===== src/rtl/stack_pkg.sv =====
// Shared definitions for the parametrised LIFO: operation encodings and count-width helper.
package stack_pkg;

    localparam logic [1:0] OP_IDLE = 2'd0;
    localparam logic [1:0] OP_PUSH = 2'd1;
    localparam logic [1:0] OP_POP  = 2'd2;
    localparam logic [1:0] OP_REPL = 2'd3;

    // Bits needed to hold an occupancy of 0..depth inclusive.
    function automatic int calc_cw(input int depth);
        return $clog2(depth + 1);
    endfunction

endpackage


===== src/rtl/stack_ram.sv =====
// Stack storage: DEPTH x WIDTH, one synchronous write port and one asynchronous read port.
module stack_ram #(
    parameter int WIDTH = 8,
    parameter int DEPTH = 16,
    parameter int AW    = 4
) (
    input  logic             clock,
    input  logic             we,
    input  logic [AW-1:0]    waddr,
    input  logic [WIDTH-1:0] wdata,
    input  logic [AW-1:0]    raddr,
    output logic [WIDTH-1:0] rdata
);

    logic [WIDTH-1:0] mem_r [DEPTH];

    // Write port; contents are deliberately left unreset.
    always_ff @(posedge clock) begin
        if (we) begin
            mem_r[waddr] <= wdata;
        end
    end

    assign rdata = mem_r[raddr];

endmodule


===== src/rtl/param_stack.sv =====
// Parametrised LIFO with replace-top, overflow/underflow pulses and synchronous flush.
// Optional peak-occupancy tracking is enabled by defining STACK_HIGH_WATER_EN.
module param_stack
    import stack_pkg::*;
#(
    parameter int  WIDTH = 8,
    parameter int  DEPTH = 16,
    localparam int CW    = calc_cw(DEPTH)
) (
    input  logic             clock,
    input  logic             reset,
    input  logic             flush,
    input  logic             push,
    input  logic             pop,
    input  logic [WIDTH-1:0] data_in,
    output logic [WIDTH-1:0] data_out,
    output logic             pop_valid,
    output logic [WIDTH-1:0] top,
    output logic [CW-1:0]    count,
    output logic             stack_empty,
    output logic             stack_full,
`ifdef STACK_HIGH_WATER_EN
    output logic [CW-1:0]    high_water,
`endif
    output logic             overflow,
    output logic             underflow
);

    localparam int AW = (DEPTH > 1) ? $clog2(DEPTH) : 1;

    logic [CW-1:0]    count_r, count_nxt_s, count_m1_s;
    logic [WIDTH-1:0] data_out_r, data_out_nxt_s, rd_data_s;
    logic             pop_valid_r, pop_valid_nxt_s;
    logic             overflow_r, overflow_nxt_s;
    logic             underflow_r, underflow_nxt_s;
    logic             we_s, ram_we_s;
    logic [AW-1:0]    waddr_s, raddr_s;
    logic [1:0]       op_s;
    logic             empty_s, full_s;

    assign op_s       = {pop, push};
    assign empty_s    = (count_r == {CW{1'b0}});
    assign full_s     = (count_r == CW'(DEPTH));
    assign count_m1_s = count_r - CW'(1);
    assign raddr_s    = count_m1_s[AW-1:0];

    // Next-state decode: flush first, then the requested operation.
    always_comb begin
        count_nxt_s     = count_r;
        data_out_nxt_s  = data_out_r;
        pop_valid_nxt_s = 1'b0;
        overflow_nxt_s  = 1'b0;
        underflow_nxt_s = 1'b0;
        we_s            = 1'b0;
        waddr_s         = count_r[AW-1:0];
        if (flush) begin
            count_nxt_s = {CW{1'b0}};
        end else begin
            case (op_s)
                OP_PUSH: begin
                    if (full_s) begin
                        overflow_nxt_s = 1'b1;
                    end else begin
                        we_s        = 1'b1;
                        count_nxt_s = count_r + CW'(1);
                    end
                end
                OP_POP: begin
                    if (empty_s) begin
                        underflow_nxt_s = 1'b1;
                    end else begin
                        data_out_nxt_s  = rd_data_s;
                        pop_valid_nxt_s = 1'b1;
                        count_nxt_s     = count_m1_s;
                    end
                end
                OP_REPL: begin
                    // Replace-top keeps occupancy, so it is legal even when full.
                    if (empty_s) begin
                        we_s        = 1'b1;
                        count_nxt_s = CW'(1);
                    end else begin
                        data_out_nxt_s  = rd_data_s;
                        pop_valid_nxt_s = 1'b1;
                        we_s            = 1'b1;
                        waddr_s         = raddr_s;
                    end
                end
                OP_IDLE: begin
                    count_nxt_s = count_r;
                end
                default: begin
                    count_nxt_s = count_r;
                end
            endcase
        end
    end

    // Occupancy and output registers.
    always_ff @(posedge clock or negedge reset) begin
        if (!reset) begin
            count_r     <= {CW{1'b0}};
            data_out_r  <= {WIDTH{1'b0}};
            pop_valid_r <= 1'b0;
            overflow_r  <= 1'b0;
            underflow_r <= 1'b0;
        end else begin
            count_r     <= count_nxt_s;
            data_out_r  <= data_out_nxt_s;
            pop_valid_r <= pop_valid_nxt_s;
            overflow_r  <= overflow_nxt_s;
            underflow_r <= underflow_nxt_s;
        end
    end

`ifdef STACK_HIGH_WATER_EN
    logic [CW-1:0] high_water_r;

    // Peak occupancy, cleared along with the stack on flush.
    always_ff @(posedge clock or negedge reset) begin
        if (!reset) begin
            high_water_r <= {CW{1'b0}};
        end else if (flush) begin
            high_water_r <= {CW{1'b0}};
        end else if (count_nxt_s > high_water_r) begin
            high_water_r <= count_nxt_s;
        end
    end

    assign high_water = high_water_r;
`endif

    // A write coinciding with reset assertion is dropped.
    assign ram_we_s = we_s & reset;

    stack_ram #(
        .WIDTH (WIDTH),
        .DEPTH (DEPTH),
        .AW    (AW)
    ) u_ram (
        .clock (clock),
        .we    (ram_we_s),
        .waddr (waddr_s),
        .wdata (data_in),
        .raddr (raddr_s),
        .rdata (rd_data_s)
    );

    assign top         = empty_s ? {WIDTH{1'b0}} : rd_data_s;
    assign data_out    = data_out_r;
    assign pop_valid   = pop_valid_r;
    assign count       = count_r;
    assign stack_empty = empty_s;
    assign stack_full  = full_s;
    assign overflow    = overflow_r;
    assign underflow   = underflow_r;

endmodule


===== config.mk =====
export PLATFORM = sky130hd
export DESIGN_NAME = param_stack
export DESIGN_NICKNAME = d
export VERILOG_FILES = /design/src/rtl/stack_pkg.sv /design/src/rtl/stack_ram.sv /design/src/rtl/param_stack.sv
export SDC_FILE = /design/constraint.sdc
export NUM_CORES = 1
export LEC_CHECK = 0
export ABC_AREA = 1
export BUFFER_PORTS_ARGS = -buffer_cell sky130_fd_sc_hd__buf_2
export CAP_MARGIN = 30
export CORE_MARGIN = 1.5
export CORE_UTILIZATION = 60
export CTS_CLUSTER_DIAMETER = 80
export DETAILED_ROUTE_END_ITERATION = 10
export HOLD_SLACK_MARGIN = 0.05
export PLACE_DENSITY = 0.78
export SLEW_MARGIN = 20
export SYNTH_ARGS = -nofsm -noshare
export SYNTH_HDL_FRONTEND = slang
export SYNTH_SLANG_ARGS = --single-unit

===== constraint.sdc =====
create_clock -name clock -period 3.77 [get_ports clock]
set_input_delay 0.5655 -clock clock [delete_from_list [all_inputs] [get_ports clock]]
set_output_delay 0.5655 -clock clock [all_outputs]
set_load 0.01 [all_outputs]

==> flow_summary.toml, run 1 <==
[route]
routedWlPerCell_microns = 18.31
vias = 4808
totalWireLength_microns = 15890
dr.pass1.iters = 7
drt_iter0_markers = 626
postRouteAntennaNets = 0
drc = 0
viasPerCell = 5.539

[sta]
max_freq_ghz = 0.2835
slew_headroom_pct = 44.94
fin_skew_ns = 0.005734
worst_pin_slew_ns = 0.8229
finalWorstSetupSlack_ns = 0.2431
min_period_over_period_pct = 93.55
tns_ns = 0
setup_viol = 0
rsz0062_at_grt = "no"
finalHoldViolCount = 0
slew_violations = 0
period_minus_slack_ns = 3.527

[critical_path]
crit_required_ns = 3.20
crit_path_start_kind = "register"
cp-startpoint = "count[0]"
r2r_start = "count[0]"
endpoint_kind = "output pin"
crit_fanout = 70
crit_type = "register to output pin"
ff2ff_setup_slack_ns = 0.91
arrival_ns = 2.96

[finish]
syn_to_final_growth_pct = 13.58
fin_util_pct = 69.46
n_antenna_cell = 0
stdcell_count = 868
drive_gt1_share_pct = 12.23
nets = 731
final_common_cell = "nand2_1"
fill_cells = 773
layout_common_cells = "220 x nand2_1, 128 x edfxtp_1, 112 x inv_1, 109 x nand3_1, 38 x buf_2"

[cts]
cts-resized-gates = 0
insertion_delay_ns = 0.53
cts_sinks = 144
hold_buffers = 1
clock_path_buffers = 2
cts_root_buffer = "clkbuf_8"
cts_tree = "done"
clk_pin_slew_ns = 0.06
postCtsSetupBuffers = 0
numCtsBuffers = 17
ctsHtreeMaxLevel = 4

[logic_synthesis]
synth.yosys.warnings = 0
synth_nets = 691
ys_seq_elements = 144
syn-cell-area_sq_um = 6571
netlist-cell-type-count = 28
ys_seq_area_share_pct = 64.58
syn_area_per_cell_sq_um = 9.735
synthCells = 675

[grt]
grt_pass1_vias = 4594
grt_max_degree = 71
antenna_found_initial = 0
track_usage_pct = 29.63
grt_pass1_wl_microns = 24790
gr-total-overflow = 0

[floorplanning]
die_w_microns = 107.7
rows = 38
start_util_pct = 61.16
die_h_microns = 107.7
dieArea_sq_um = 11590
coreArea_sq_um = 10750
ios = 39

[min_path]
min_path_type = "input port to register"
hold_start = "flush"

[pwr]
power.total_w = 0.005631
powerDensity_nw_per_um2 = 754.5
cellLeakagePower_nw = 3.364
vdd_drop_max_uv = 531.7

[outcome]
status = "completed"

[place]
gp_congestion = 0.9366
dp_hpwl_microns = 10150
dpl.cell_count = 835
dpl_worst_slack_ns = 0.8030
io_buffers = 38

[job]
maxCapViolations = 0
[critical path, cell delays in order (launching register included)]
cell	delay, ns
dfrtp_2	0.44
inv_8	0.31
ha_1	0.37
xor2_2	0.63
nand3_1	0.28
nand3_1	0.15
a21oi_1	0.08
buf_2	0.14
[stage by stage]
stage	instance area (sq um)	hold slack (ns)
finish	7463	0.3644
global placement	6848	0.4574
floorplan	6571	0.2699
detailed placement	6848	0.4642
CTS	7463	0.3547
global route	7463	0.3950
[synth_stat cells]
cell type | count | area, sq um
nand2_1 | 220 | 825.8
edfxtp_1 | 128 | 3844
inv_1 | 112 | 420.4
nand3_1 | 109 | 545.5
nor2_1 | 22 | 82.58
dfrtp_1 | 16 | 400.4
a21oi_1 | 11 | 55.05
buf_2 | 9 | 45.04
o21ai_0 | 9 | 45.04
clkbuf_1 | 7 | 26.28
buf_1 | 3 | 11.26
buf_4 | 3 | 22.52
ha_1 | 3 | 37.54
o21ai_1 | 3 | 15.01
buf_6 | 2 | 22.52
inv_2 | 2 | 7.510
nand2_2 | 2 | 12.51
nand3_2 | 2 | 20.02
nand4_1 | 2 | 12.51
nor2_4 | 2 | 22.52
buf_8 | 1 | 15.01
clkinv_1 | 1 | 3.750
inv_8 | 1 | 11.26
nand3_4 | 1 | 17.52
o21ai_2 | 1 | 8.760
xnor2_2 | 1 | 16.27
xor2_1 | 1 | 8.760
xor2_2 | 1 | 16.27
[layer usage]
| layer | GRT usage, % | wire (microns) | vias to the layer above |
|---|---|---|---|
| met5 | 0 | 0 | - |
| met4 | 10.62 | 312 | 0 |
| met3 | 5.811 | 1257 | 24 |
| met2 | 46.09 | 7519 | 261 |
| met1 | 41.87 | 6800 | 2261 |
| li1 | - | - | 2262 |
[sequential cells by signal, indices dropped and copies added (netlist names)]
signal and flops:
underflow 1, count 5, u_ram.mem_r 128, data_out 8
pop_valid 1, overflow 1
[final cells by class]
| type | count | area, sq um | area share [%] |
|---|---|---|---|
| Clock buffer | 17 | 414.1 | 5.549 |
| Clock inverter | 15 | 191.4 | 2.565 |
| Inverter | 116 | 442.9 | 5.935 |
| Multi-Input combinational cell | 390 | 1742 | 23.34 |
| Sequential cell | 144 | 4245 | 56.88 |
| Tap cell | 140 | 175.2 | 2.347 |
| Timing Repair Buffer | 46 | 252.7 | 3.386 |
[kinds of logic after synthesis]
kind of cell	synth area share [%]
flops	64.58
compound gates	1.885
buf+inv	8.911
simple gates	23.42
xor+xnor	0.6285
fa+ha+maj	0.5713
[power breakdown]
part,switching (W),total (W),leakage [nW],internal [W]
logic,0.00142,0.00203,1.72,0.000612
clock network,0.000650,0.00172,0.289,0.00107
registers,0.0000594,0.00188,1.36,0.00182
total,0.00213,0.00563,3.36,0.00350
[path summary, 6_finish.rpt]
check,end,cells past startpoint
max in group asynchronous,count[0],2
worst min register to register,data_out[7],2
min in group asynchronous,overflow,2
worst max-delay path,top[4],7
worst max register to register,u_ram.mem_r[4][7],7
worst min-delay path,count[3],4
Power figures use the tool's default switching activity.
==> inputs of run 2 (changes only) <==
--- a/config.mk
+++ b/config.mk
@@ -12,9 +12,9 @@
 export CORE_UTILIZATION = 60
 export CTS_CLUSTER_DIAMETER = 80
 export DETAILED_ROUTE_END_ITERATION = 10
+export GPL_TIMING_DRIVEN = 0
 export HOLD_SLACK_MARGIN = 0.05
-export PLACE_DENSITY = 0.78
-export SLEW_MARGIN = 20
+export PLACE_DENSITY = 0.75
 export SYNTH_ARGS = -nofsm -noshare
 export SYNTH_HDL_FRONTEND = slang
 export SYNTH_SLANG_ARGS = --single-unit
==> run 2 against run 1 <==
Utilization up 0.98 points. First-iteration DRC count down 26%. Via count is 0.60% higher. Design area is 1.4% higher. Flip-flop and latch count is the same. Wire length is 1.0% lower. Total power rose by 1.2%. Critical path type unchanged.
==> flow_summary.toml, run 2 (synthesized netlist as in run 1, its figures left out) <==
[grt]
grt_pass1_vias = 4586
grt_max_degree = 18
gr-total-overflow = 0
grt_pass1_wl_microns = 24210
antenna_found_initial = 0
track_usage_pct = 29.26

[finish]
top_register = "u_ram.mem_r"
nets = 748
syn_to_final_growth_pct = 15.18
final_common_cell = "nand2_1"
drive_gt1_share_pct = 13.42
largest_register_ffs = 128
final_cell_area_sq_um = 7569
fill_cells = 809
n_antenna_cell = 0
layout_common_cells = "220 x nand2_1, 128 x edfxtp_1, 111 x inv_1, 109 x nand3_1, 48 x buf_2"

[outcome]
status = "completed"

[route]
viasPerCell = 5.466
drc = 0
wl_met1_microns = 6534
postRouteAntennaNets = 0
routedWlPerCell_microns = 17.77
top_layer_used = "met4"
vias = 4837
dr_wl_met3_microns = 1344
met2WireLength_microns = 7408
drt_iter0_markers = 461
totalWireLength_microns = 15730
dr.pass1.iters = 5

[place]
io_buffers = 38
placed_area_sq_um = 6937
gp_congestion = 0.9161
dp_hpwl_microns = 10650

[pwr]
powerDensity_nw_per_um2 = 752.7
cellLeakagePower_nw = 3.442
vdd_drop_max_uv = 481.2
power.total_w = 0.005697

[sta]
setup_viol = 0
min_period_over_period_pct = 94.58
slew_headroom_pct = 50.13
fin_skew_ns = 0.008423
finalHoldViolCount = 0
tns_ns = 0
max_freq_ghz = 0.2805
period_minus_slack_ns = 3.566
worst_pin_slew_ns = 0.7453
slew_violations = 0
rsz0062_at_grt = "no"

[cts]
cts_sinks = 144
clk_pin_slew_ns = 0.06
ctsHtreeMaxLevel = 4
numCtsBuffers = 17
cts_tree = "done"
cts_root_buffer = "clkbuf_8"
clock_path_buffers = 2
insertion_delay_ns = 0.54
postCtsSetupBuffers = 0

[floorplanning]
dieArea_sq_um = 11590
start_util_pct = 61.16
coreArea_sq_um = 10750
ios = 39
die_w_microns = 107.7
die_h_microns = 107.7
rows = 38

[critical_path]
worst_r2r_path_depth = 9
arrival_ns = 3.00
crit_type = "register to output pin"
worstPathBufferInverterCount = 7
crit_fanout = 20
crit_path_frequent_cell = "buf_2"
crit_required_ns = 3.20
worstPathCellList = "buf_4, inv_8, buf_8, ha_1, buf_2, inv_2, buf_2, nand2_1, nand3_1, nand3_1, a21oi_1, buf_2"
max_stage_delay_ns = 0.42
r2r_start = "count[0]"
rr_endpoint = "u_ram.mem_r[13][3]"
ff2ff_setup_slack_ns = 0.79
cpLargestDelayFamily = "buffers and inverters"
slowest_stage = "dfrtp_1"
crit_path_start_kind = "register"
endpoint_kind = "output pin"

[min_path]
hold_path_depth = 4
hold_end = "count[1]"
hold_start = "flush"
min_path_type = "input port to register"

[job]
maxCapViolations = 0
-- run 2: cell types whose count changed in the layout (fill, tap and decap cells not counted), sizes merged --
cell / before / now
clkbuf: 17 / 35
clkinv: 7 / 3
bufinv: 4 / 0
clkinvlp: 3 / 0
buf: 45 / 55
-- run 2: report_power, final --
part,internal [W],leakage [nW],switching (W)
clock network,0.00106,0.308,0.000618
registers,0.00182,1.36,0.0000491
logic,0.000674,1.77,0.00147
total,0.00356,3.44,0.00214
-- run 2: tightest hold or removal path: cells and delay by family --
kind,cells,cell delay (ns)
AOI/OAI and AO/OA,3,0.17
buffers and inverters,1,0.10
-- run 2: worst max path at each step --
stage               startpoint     end  slack [ns]  cells past startpoint
CTS                   count[0]  top[2]        0.01                     13
global route          count[0]  top[1]        0.04                     12
detailed placement    count[0]  top[1]        0.36                     13
global placement      count[0]  top[3]        0.39                     13
finish                count[0]  top[1]        0.20                     12
floorplan             count[0]  top[3]        1.02                     12
-- run 2: layer usage --
layer | vias to the layer above | GRT usage [%]
li1 | 2288 | -
met1 | 2285 | 39.92
met2 | 228 | 46.45
met3 | 36 | 5.993
met4 | 0 | 11.47
met5 | - | 0
-- run 2: cell type report --
class	instances	area, sq um	share of cell area [%]
multi-input combinational	390	1742	23.01
timing repair buffer	39	200.2	2.645
buffer	24	146.4	1.934
inverter	116	442.9	5.852
tap	140	175.2	2.314
sequential	144	4244	56.08
clock buffer	28	591.8	7.819
clock inverter	4	26.28	0.3472
-- run 2: through the flow --
step	util (%)	hold WS, ns	setup WS (ns)	cells
detailed placement	64.56	0.4649	0.3562	853
global placement	64.56	0.4601	0.3885	853
CTS	70.48	0.3376	0.01451	886
global route	70.44	0.3743	0.03637	885
finish	70.44	0.3441	0.2043	885
floorplan	-	0.2699	1.017	675
-- run 2: repair_timing --
item	CTS	global route
endpoints found under the setup margin	8	8
gates resized for setup	7	0
hold buffers	1	0
endpoints found under the hold margin	16	0
==> inputs of run 3 (changes only) <==
--- a/config.mk
+++ b/config.mk
@@ -8,13 +8,16 @@
 export ABC_AREA = 1
 export BUFFER_PORTS_ARGS = -buffer_cell sky130_fd_sc_hd__buf_2
 export CAP_MARGIN = 30
+export CELL_PAD_IN_SITES_DETAIL_PLACEMENT = 2
+export CELL_PAD_IN_SITES_GLOBAL_PLACEMENT = 2
 export CORE_MARGIN = 1.5
-export CORE_UTILIZATION = 60
+export CORE_UTILIZATION = 42
 export CTS_CLUSTER_DIAMETER = 80
 export DETAILED_ROUTE_END_ITERATION = 10
 export GPL_TIMING_DRIVEN = 0
 export HOLD_SLACK_MARGIN = 0.05
-export PLACE_DENSITY = 0.75
+export MAX_ROUTING_LAYER = met4
+export PLACE_DENSITY = 0.8
 export SYNTH_ARGS = -nofsm -noshare
 export SYNTH_HDL_FRONTEND = slang
 export SYNTH_SLANG_ARGS = --single-unit
==> run 3 against run 2 <==
Die area increased by 42%. Critical path type unchanged. Cell count increased by 8.0%. Largest power group unchanged. Clock skew increased by 0.0037 ns. Largest cell class unchanged.
==> flow_summary.toml, run 3 (synthesized netlist as in run 1, its figures left out) <==
[floorplanning]
coreArea_sq_um = 15260
die_h_microns = 128.1
die_w_microns = 128.1
start_util_pct = 43.07
rows = 45
dieArea_sq_um = 16410
ios = 39

[place]
dpl.cell_count = 924
gp_congestion = 0.8305
dp_hpwl_microns = 14410
io_buffers = 38

[sta]
slew_headroom_pct = 34.72
finalHoldViolCount = 0
fin_skew_ns = 0.01212
slew_violations = 0
min_period_over_period_pct = 96.28
max_freq_ghz = 0.2755
period_minus_slack_ns = 3.630
worst_pin_slew_ns = 0.9756
holdWs_ns = 0.4654
tns_ns = 0
setup_viol = 0
rsz0062_at_grt = "no"

[pwr]
cellLeakagePower_nw = 3.398
vdd_drop_max_uv = 452.3
swShare_pct = 41.43
power.share.clock_pct = 28.5
power.total_w = 0.005940
seq_power_share_pct = 31.5
powerDensity_nw_per_um2 = 779.6
p_comb_share_pct = 40.0
power.internal_w = 0.003479
p_switching_w = 0.002461

[cts]
cts_tree = "done"
clk_pin_slew_ns = 0.06
postCtsSetupBuffers = 0
clock_path_buffers = 2
cts_sinks = 144
numCtsBuffers = 17
cts_root_buffer = "clkbuf_16"
ctsHtreeMaxLevel = 4
insertion_delay_ns = 0.45

[route]
postRouteAntennaNets = 0
vias = 5168
drt_iter0_markers = 374
totalWireLength_microns = 22730
dr.pass1.iters = 5
viasPerCell = 5.406
routedWlPerCell_microns = 23.77
drc = 0

[grt]
track_usage_pct = 30.71
grt_max_degree = 21
gr-total-overflow = 0
grtUsageMet3_pct = 5.718
gr-max-usage-layer = "met2"
antenna_found_initial = 0
grt_pass1_vias = 5837
gr-usage-met2_pct = 53.19
grt_pass1_wl_microns = 34750
use_met1_pct = 34.95

[finish]
stdcell_count = 956
nets = 748
layout_common_cells = "220 x nand2_1, 128 x edfxtp_1, 111 x inv_1, 109 x nand3_1, 46 x buf_2"
drive_gt1_share_pct = 13.56
final_common_cell = "nand2_1"
syn_to_final_growth_pct = 15.96
top_register = "u_ram.mem_r"
largest_register_ffs = 128
n_antenna_cell = 0
fill_cells = 1594

[min_path]
min_path_type = "input port to register"
hold_end = "count[3]"
hold_path_depth = 4
hold_start = "flush"

[critical_path]
crit_required_ns = 3.20
crit_fanout = 20
crit_type = "register to output pin"
worst_r2r_path_depth = 9
endpoint_kind = "output pin"
r2r_start = "count[0]"
ff2ff_setup_slack_ns = 0.31
crit_path_start_kind = "register"
rr_endpoint = "u_ram.mem_r[4][4]"
cp-startpoint = "count[0]"
arrival_ns = 3.06

[job]
maxCapViolations = 0

[outcome]
status = "completed"
run 3: cell types whose count changed in the layout (fill, tap and decap cells not counted), sizes merged:
cell and delta:
bufinv +2, clkbuf -9, clkinv +2, clkinvlp +6, inv -1
run 3: routing by layer:
| layer | part of all wire (%) | wire length (microns) |
|---|---|---|
| met5 | 0 | 0 |
| met2 | 53 | 11960 |
| met3 | 4.8 | 1091 |
| met4 | 3.4 | 762 |
| met1 | 39 | 8911 |
run 3: power groups by stage:
| stage | combinational [W] | clock [W] | sequential (W) |
|---|---|---|---|
| after floorplan | 0.00133 | 0 | 0.00192 |
| after global placement | 0.00214 | 0 | 0.00190 |
| after detailed placement | 0.00225 | 0 | 0.00190 |
| after CTS | 0.00236 | 0.00171 | 0.00187 |
| after global routing | 0.00257 | 0.00176 | 0.00188 |
| final | 0.00238 | 0.00169 | 0.00187 |
run 3: how the worst max path moves through the flow:
stage / end / slack, ns / cells past startpoint
floorplan: top[3] / 1.02 / 12
global placement: top[2] / 0.31 / 13
detailed placement: top[3] / 0.22 / 13
CTS: top[4] / 0.17 / 12
global route: top[4] / 0.02 / 11
finish: top[4] / 0.14 / 11
run 3: area by class of cell:
type	instances	area [sq um]	share of cell area, %
buffer	24	151.4	1.987
clock buffer	19	432.9	5.681
clock inverter	13	138.9	1.823
inverter	116	446.7	5.862
multi-input combinational	390	1742	22.86
sequential	144	4244	55.70
tap	211	264.0	3.465
timing repair buffer	39	200.2	2.627
run 3: through the flow:
stage | area (sq um) | worst slack (ns) | utilization, %
finish | 7620 | 0.1404 | 49.94
global placement | 7025 | 0.3059 | 46.04
CTS | 7616 | 0.1705 | 49.91
floorplan | 6571 | 1.017 | -
global route | 7620 | 0.01542 | 49.94
detailed placement | 7025 | 0.2213 | 46.04
run 3: worst max-delay path, stage by stage, from the launching register on:
cell	delay [ns]
dfrtp_1	0.39
buf_4	0.20
inv_8	0.06
buf_8	0.16
ha_1	0.29
buf_2	0.25
clkbuf_2	0.33
nand3_1	0.20
nand3_1	0.16
nand3_1	0.22
a21oi_1	0.20
buf_2	0.15
run 3: what timing repair did:
item                                    CTS  global route
resized for setup                         8             1
hold buffers                              1             0
endpoints found under the setup margin    8             1
hold endpoints to repair                 16             0
